<file path="src/rtl/ir_fetch.sv">
// Instruction fetch unit.
// It issues one read at a time to instruction memory and holds the returned word
// in an instruction register until the execute stage accepts it.
// In the first hold cycle it tells the program counter what to do next:
// a JAL word produces a load pulse carrying the jump target; any other word
// produces a single advance pulse.
// A flush drops the current instruction. A response that is still outstanding
// when the flush arrives is drained and discarded.
module ir_fetch #(
  parameter int ADDR_W = 13,
  parameter int DATA_W = 32
) (
  input  logic              clock,
  input  logic              rst_n,
  input  logic [ADDR_W-1:0] pc_addr,
  output logic              pc_en,
  output logic              load,
  output logic [ADDR_W-1:0] ir_addr,
  output logic              mem_req,
  output logic [ADDR_W-1:0] mem_addr,
  input  logic              mem_gnt,
  input  logic              mem_rvalid,
  input  logic [DATA_W-1:0] mem_rdata,
  output logic [DATA_W-1:0] ir_out,
  output logic [ADDR_W-1:0] ir_pc,
  output logic              ir_valid,
  input  logic              ir_ready,
  input  logic              flush
);

  typedef enum logic [2:0] {
    IDLE  = 3'd0,
    REQ   = 3'd1,
    WAIT  = 3'd2,
    HOLD  = 3'd3,
    DRAIN = 3'd4
  } state_t;

  state_t              state_q, state_d;
  logic [ADDR_W-1:0]   fetch_pc_q, fetch_pc_d;
  logic [DATA_W-1:0]   ir_out_q, ir_out_d;
  logic [ADDR_W-1:0]   ir_pc_q, ir_pc_d;
  logic                ir_valid_q, ir_valid_d;
  logic                pc_en_q, pc_en_d;
  logic                load_q, load_d;
  logic [ADDR_W-1:0]   ir_addr_q, ir_addr_d;
  logic                mem_req_q, mem_req_d;

  // Word offset of a JAL, taken from the incoming response. It is added modulo 2^ADDR_W.
  logic [12:0]         jal_off;
  logic                rdata_is_jal;

  // Decode the arriving word so the pulse is ready on the first hold cycle.
  always_comb begin
    jal_off      = {mem_rdata[14:12], mem_rdata[20], mem_rdata[30:22]};
    rdata_is_jal = (mem_rdata[6:0] == 7'b1101111);
  end

  // Next-state and next-output logic. The pulses and the jump target default low every cycle.
  always_comb begin
    state_d    = state_q;
    fetch_pc_d = fetch_pc_q;
    ir_out_d   = ir_out_q;
    ir_pc_d    = ir_pc_q;
    ir_valid_d = ir_valid_q;
    pc_en_d    = 1'b0;
    load_d     = 1'b0;
    ir_addr_d  = {ADDR_W{1'b0}};
    case (state_q)
      IDLE: begin
        state_d = REQ;
      end
      REQ: begin
        if (flush) begin
          ir_valid_d = 1'b0;
          state_d    = REQ;
        end else if (mem_gnt) begin
          fetch_pc_d = pc_addr;
          state_d    = WAIT;
        end else begin
          state_d = REQ;
        end
      end
      WAIT: begin
        if (flush) begin
          // The response is dropped if it arrives with the flush. Otherwise it is drained later.
          ir_valid_d = 1'b0;
          if (mem_rvalid) begin
            state_d = REQ;
          end else begin
            state_d = DRAIN;
          end
        end else if (mem_rvalid) begin
          ir_out_d   = mem_rdata;
          ir_pc_d    = fetch_pc_q;
          ir_valid_d = 1'b1;
          state_d    = HOLD;
          if (rdata_is_jal) begin
            load_d    = 1'b1;
            ir_addr_d = fetch_pc_q + ADDR_W'(jal_off);
          end else begin
            pc_en_d = 1'b1;
          end
        end else begin
          state_d = WAIT;
        end
      end
      HOLD: begin
        if (flush) begin
          ir_valid_d = 1'b0;
          state_d    = REQ;
        end else if (ir_valid_q && ir_ready) begin
          ir_valid_d = 1'b0;
          state_d    = REQ;
        end else begin
          state_d = HOLD;
        end
      end
      DRAIN: begin
        if (mem_rvalid) begin
          state_d = REQ;
        end else begin
          state_d = DRAIN;
        end
      end
      default: begin
        ir_valid_d = 1'b0;
        state_d    = IDLE;
      end
    endcase
    mem_req_d = (state_d == REQ);
  end

  // State and output registers, cleared asynchronously by reset.
  always_ff @(posedge clock or negedge rst_n) begin
    if (!rst_n) begin
      state_q    <= IDLE;
      fetch_pc_q <= {ADDR_W{1'b0}};
      ir_out_q   <= {DATA_W{1'b0}};
      ir_pc_q    <= {ADDR_W{1'b0}};
      ir_valid_q <= 1'b0;
      pc_en_q    <= 1'b0;
      load_q     <= 1'b0;
      ir_addr_q  <= {ADDR_W{1'b0}};
      mem_req_q  <= 1'b0;
    end else begin
      state_q    <= state_d;
      fetch_pc_q <= fetch_pc_d;
      ir_out_q   <= ir_out_d;
      ir_pc_q    <= ir_pc_d;
      ir_valid_q <= ir_valid_d;
      pc_en_q    <= pc_en_d;
      load_q     <= load_d;
      ir_addr_q  <= ir_addr_d;
      mem_req_q  <= mem_req_d;
    end
  end

  assign pc_en    = pc_en_q;
  assign load     = load_q;
  assign ir_addr  = ir_addr_q;
  assign mem_req  = mem_req_q;
  // The program counter only changes right after a pulse, so it is stable while requesting.
  assign mem_addr = pc_addr;
  assign ir_out   = ir_out_q;
  assign ir_pc    = ir_pc_q;
  assign ir_valid = ir_valid_q;

endmodule

</file>
<file path="config.mk">
export PLATFORM = sky130hd
export DESIGN_NAME = ir_fetch
export DESIGN_NICKNAME = d
export VERILOG_FILES = /design/src/rtl/ir_fetch.sv
export SDC_FILE = /design/constraint.sdc
export NUM_CORES = 1
export LEC_CHECK = 0
export BUFFER_PORTS_ARGS = -buffer_cell sky130_fd_sc_hd__clkbuf_2
export CORE_ASPECT_RATIO = 1.5
export CORE_MARGIN = 10
export CORE_UTILIZATION = 45
export DETAILED_ROUTE_END_ITERATION = 6
export PLACE_DENSITY = 0.76
export SETUP_SLACK_MARGIN = 0.4
export SLEW_MARGIN = 0
export SYNTH_ARGS = -nofsm -noshare
export SYNTH_HDL_FRONTEND = slang
export SYNTH_SLANG_ARGS = --single-unit
export TNS_END_PERCENT = 50
</file>
<file path="constraint.sdc">
create_clock -name clock -period 1.95 [get_ports clock]
set_input_delay 0.39 -clock clock [delete_from_list [all_inputs] [get_ports clock]]
set_output_delay 0.39 -clock clock [all_outputs]
set_load 0.1 [all_outputs]
</file>
==> results.sh <==
export IMPL_fin_skew_ns=0.00431
export IMPL_cts_sinks=78
export IMPL_drive_gt1_share_pct=61.1
export IMPL_synth_top_area_share_pct=56.5
export IMPL_worst_pin_slew_ns=0.578
export IMPL_crit_path_cell_trace="ha_4 -> and2_1 -> a221o_1 -> a22o_1 -> or4_4 -> a21oi_2"
export IMPL_fin_crit_ns=2.12
export IMPL_drc=0
export IMPL_die_w_um=91.5
export IMPL_finalPower_mw=7.66
export IMPL_design_area_um2=4940
export IMPL_coreArea_um2=7560
export IMPL_avgSynthCellArea_um2=12.9
export IMPL_synth_area_um2=3450
export IMPL_grt_max_degree=48
export IMPL_fp_dieH_um=127
export IMPL_wl_per_cell_um=17.4
export IMPL_critPathTopFamily="compound AO/OA/AOI/OAI gates"
export IMPL_worstPathArrival_ns=2.38
export IMPL_cts_max_path_buffers=2
export IMPL_synth_ff_type="dfrtp_1"
export IMPL_clk_pin_slew_ns=0.05
export IMPL_drt_iter0_markers=64
export IMPL_start_util_pct=45.7
export IMPL_wirelength_um=9100
export IMPL_cp_slowest_cell="or4_4"
export IMPL_startpoint_type="flop"
export IMPL_rr_worst_depth=6
export IMPL_syn_to_final_growth_pct=43.0
export IMPL_antennaDiodeCount=0
export IMPL_vias_per_cell=5.07
export IMPL_hold_viol_final=4
export IMPL_synthArstFlopShare_pct=100
export IMPL_finalSetupViolations=2
export IMPL_min_path_type="in2async"
export IMPL_synth_nets=332
export IMPL_synth_area_leader_cell="dfrtp_1"
export IMPL_ant_nets=0
export IMPL_worstPathMaxFanout=3
export IMPL_dr_pass1_iters=4
export IMPL_grt_pass1_wl_um=14300
export IMPL_status="finished, violations left"
export IMPL_overflow=0
export IMPL_antenna_found_initial=0
export IMPL_power_density_nw_per_um2=1550
export IMPL_grt_pass1_vias=2974
export IMPL_p_leak_nw=2.53
export IMPL_yosysSeqAreaShare_pct=56.5
export IMPL_dp_final_hpwl_um=6760
export IMPL_finish_utilization_pct=65.3
export IMPL_required_ns=2.21
export IMPL_htreeDepth=3
export IMPL_setup_tns_ns=-0.256
export IMPL_nNetsFinal=482
export IMPL_max_freq_mhz=473
export IMPL_cts_buffers=9
export IMPL_die_area_um2=11700
export IMPL_hold_buffers=0
export IMPL_synth_distinct_cells=36
export IMPL_synth_edf_count=0
export IMPL_setup_ws_ns=-0.165
export IMPL_cpPeakStageDelay_ns=0.51
export IMPL_grtUsageTotal_pct=15.5
export IMPL_whs_ns=-0.00398
export IMPL_rows=39
export IMPL_pin_count=126
export IMPL_cap_violations=0
export IMPL_dpl_instance_area_um2=4360
export IMPL_worstSetupPathType="reg2reg"
export IMPL_synth_area_top_cells="dfrtp_1 57%, mux2_2 18%, ha_1 4.3%"
export IMPL_synth_seq_cells=78
export IMPL_violations="negative hold slack, negative setup slack"
export IMPL_ys_warn_count=0
export IMPL_place_gp_congestion=0.791
export IMPL_yosys_top_cells_count="78 x dfrtp_1, 55 x mux2_2, 13 x buf_4, 12 x ha_1"
export IMPL_synthCells=268
export IMPL_crit_buf_inv=0
export IMPL_clock_latency_ns=0.33
export IMPL_vias=2659
export IMPL_period_share_pct=108
export IMPL_cp_depth=6
export IMPL_slew_headroom_pct=61.7
export IMPL_root_buffer="clkbuf_16"
export IMPL_io_buffer_count=125
export IMPL_tritoncts="yes"
export IMPL_vdd_drop_max_uv=918
export IMPL_end_kind="flop"
export IMPL_yosysMostFrequentCell="dfrtp_1"
export IMPL_final_max_slew_viol_count=0
export IMPL_rsz0062_at_grt="yes"
## cell families after synthesis
logic type	Yosys count	synth area share, %
AOI/OAI and AO/OA	37	6.81
xor gates and xnor gates	5	1.27
adders and majority gates	13	4.93
buffers and inverters	25	4.20
DFF	78	56.5
muxes	56	18.2
and+or+nand+nor	54	8.04
## placed cells by master (no fill, tap or decap), types with 3 or more instances in the layout
cell type  netlist  final
a21o_1           4      4
a21oi_1         11      7
and2_1           4      4
buf_12           0      3
buf_2            2     32
buf_4           13     25
buf_6            0      7
clkbuf_1         3      3
clkbuf_16        0      9
clkbuf_2         0     84
clkbuf_4         0      8
dfrtp_1         78     77
ha_1            12      5
ha_4             0      7
inv_1            4      3
mux2_2          55     55
nand2_1         11     10
nand3_1          4      3
nor2_1          10      9
nor2b_1          5      3
nor3_1           9      8
nor3b_1          3      3
o21ai_0         10      6
o21ai_1          0      3
xnor2_1          4      3
## state kept, by name (all words and copies together) (netlist names)
| signal | flops |
|---|---|
| ir_addr | 13 |
| ir_out | 32 |
| ir_pc | 13 |
| pc_en | 1 |
| state_q | 3 |
| load | 1 |
| fetch_pc_q | 13 |
| ir_valid | 1 |
| mem_req | 1 |
## where the power goes
group / internal [mW] / total [mW] / switching, mW
combinational: 1.05 / 3.97 / 2.91
sequential: 1.97 / 2.17 / 0.203
clock: 0.923 / 1.52 / 0.600
total: 3.95 / 7.66 / 3.71
## worst register-to-register path: cells and delay by family (launching register included)
family / cells / cell delay (ns)
AOI/OAI and AO/OA: 3 / 0.71
and+or+nand+nor: 2 / 0.67
DFF: 1 / 0.42
adders and majority gates: 1 / 0.24
## path summary, 6_finish.rpt
check                      slack (ns)                      start                      to
max                             -0.17  fetch_pc_q[9]$_DFFE_PN0P_   ir_addr[12]$_DFF_PN0_
min                            -0.004                      rst_n  ir_out[29]$_DFFE_PN0P_
max reg2reg                     -0.17  fetch_pc_q[9]$_DFFE_PN0P_   ir_addr[12]$_DFF_PN0_
min reg2reg                      0.48     ir_out[23]$_DFFE_PN0P_  ir_out[23]$_DFFE_PN0P_
max in group asynchronous        1.37                      rst_n  ir_out[24]$_DFFE_PN0P_
min in group clock               0.27                 mem_rvalid    state_q[2]$_DFF_PN0_
## metal layers
layer  global-route usage [%]  wire length (um)  share of wire [%]  up-vias
met5                        0                 0                  0        -
met4                     8.33               302                3.3        0
met3                     4.92               592                6.5       26
met2                     27.8              4890                 54       89
met1                     15.6              3310                 36     1300
li1                         -                 -                  -     1244
## metrics by stage
step                worst slack, ns  cells
CTS                         -0.0965    517
finish                       -0.165    524
floorplan                   -0.0378    268
global placement             -0.182    497
global route                 -0.229    524
detailed placement           -0.232    497
## area by class of cell
type / count / area [um2]
Clock buffer: 14 / 264
Clock inverter: 1 / 5.00
Fill cell: 577 / 2630
Inverter: 4 / 15.0
Multi-Input combinational cell: 165 / 1590
Sequential cell: 78 / 1950
Tap cell: 102 / 128
Timing Repair Buffer: 160 / 982
## what timing repair did
item                                    4_1_cts  5_1_grt
gates resized for setup                      29       53
setup buffers                                 5        7
endpoints found under the setup margin       46       98
pin swaps                                     5       11
No activity file was read; power rests on OpenSTA's default activity.
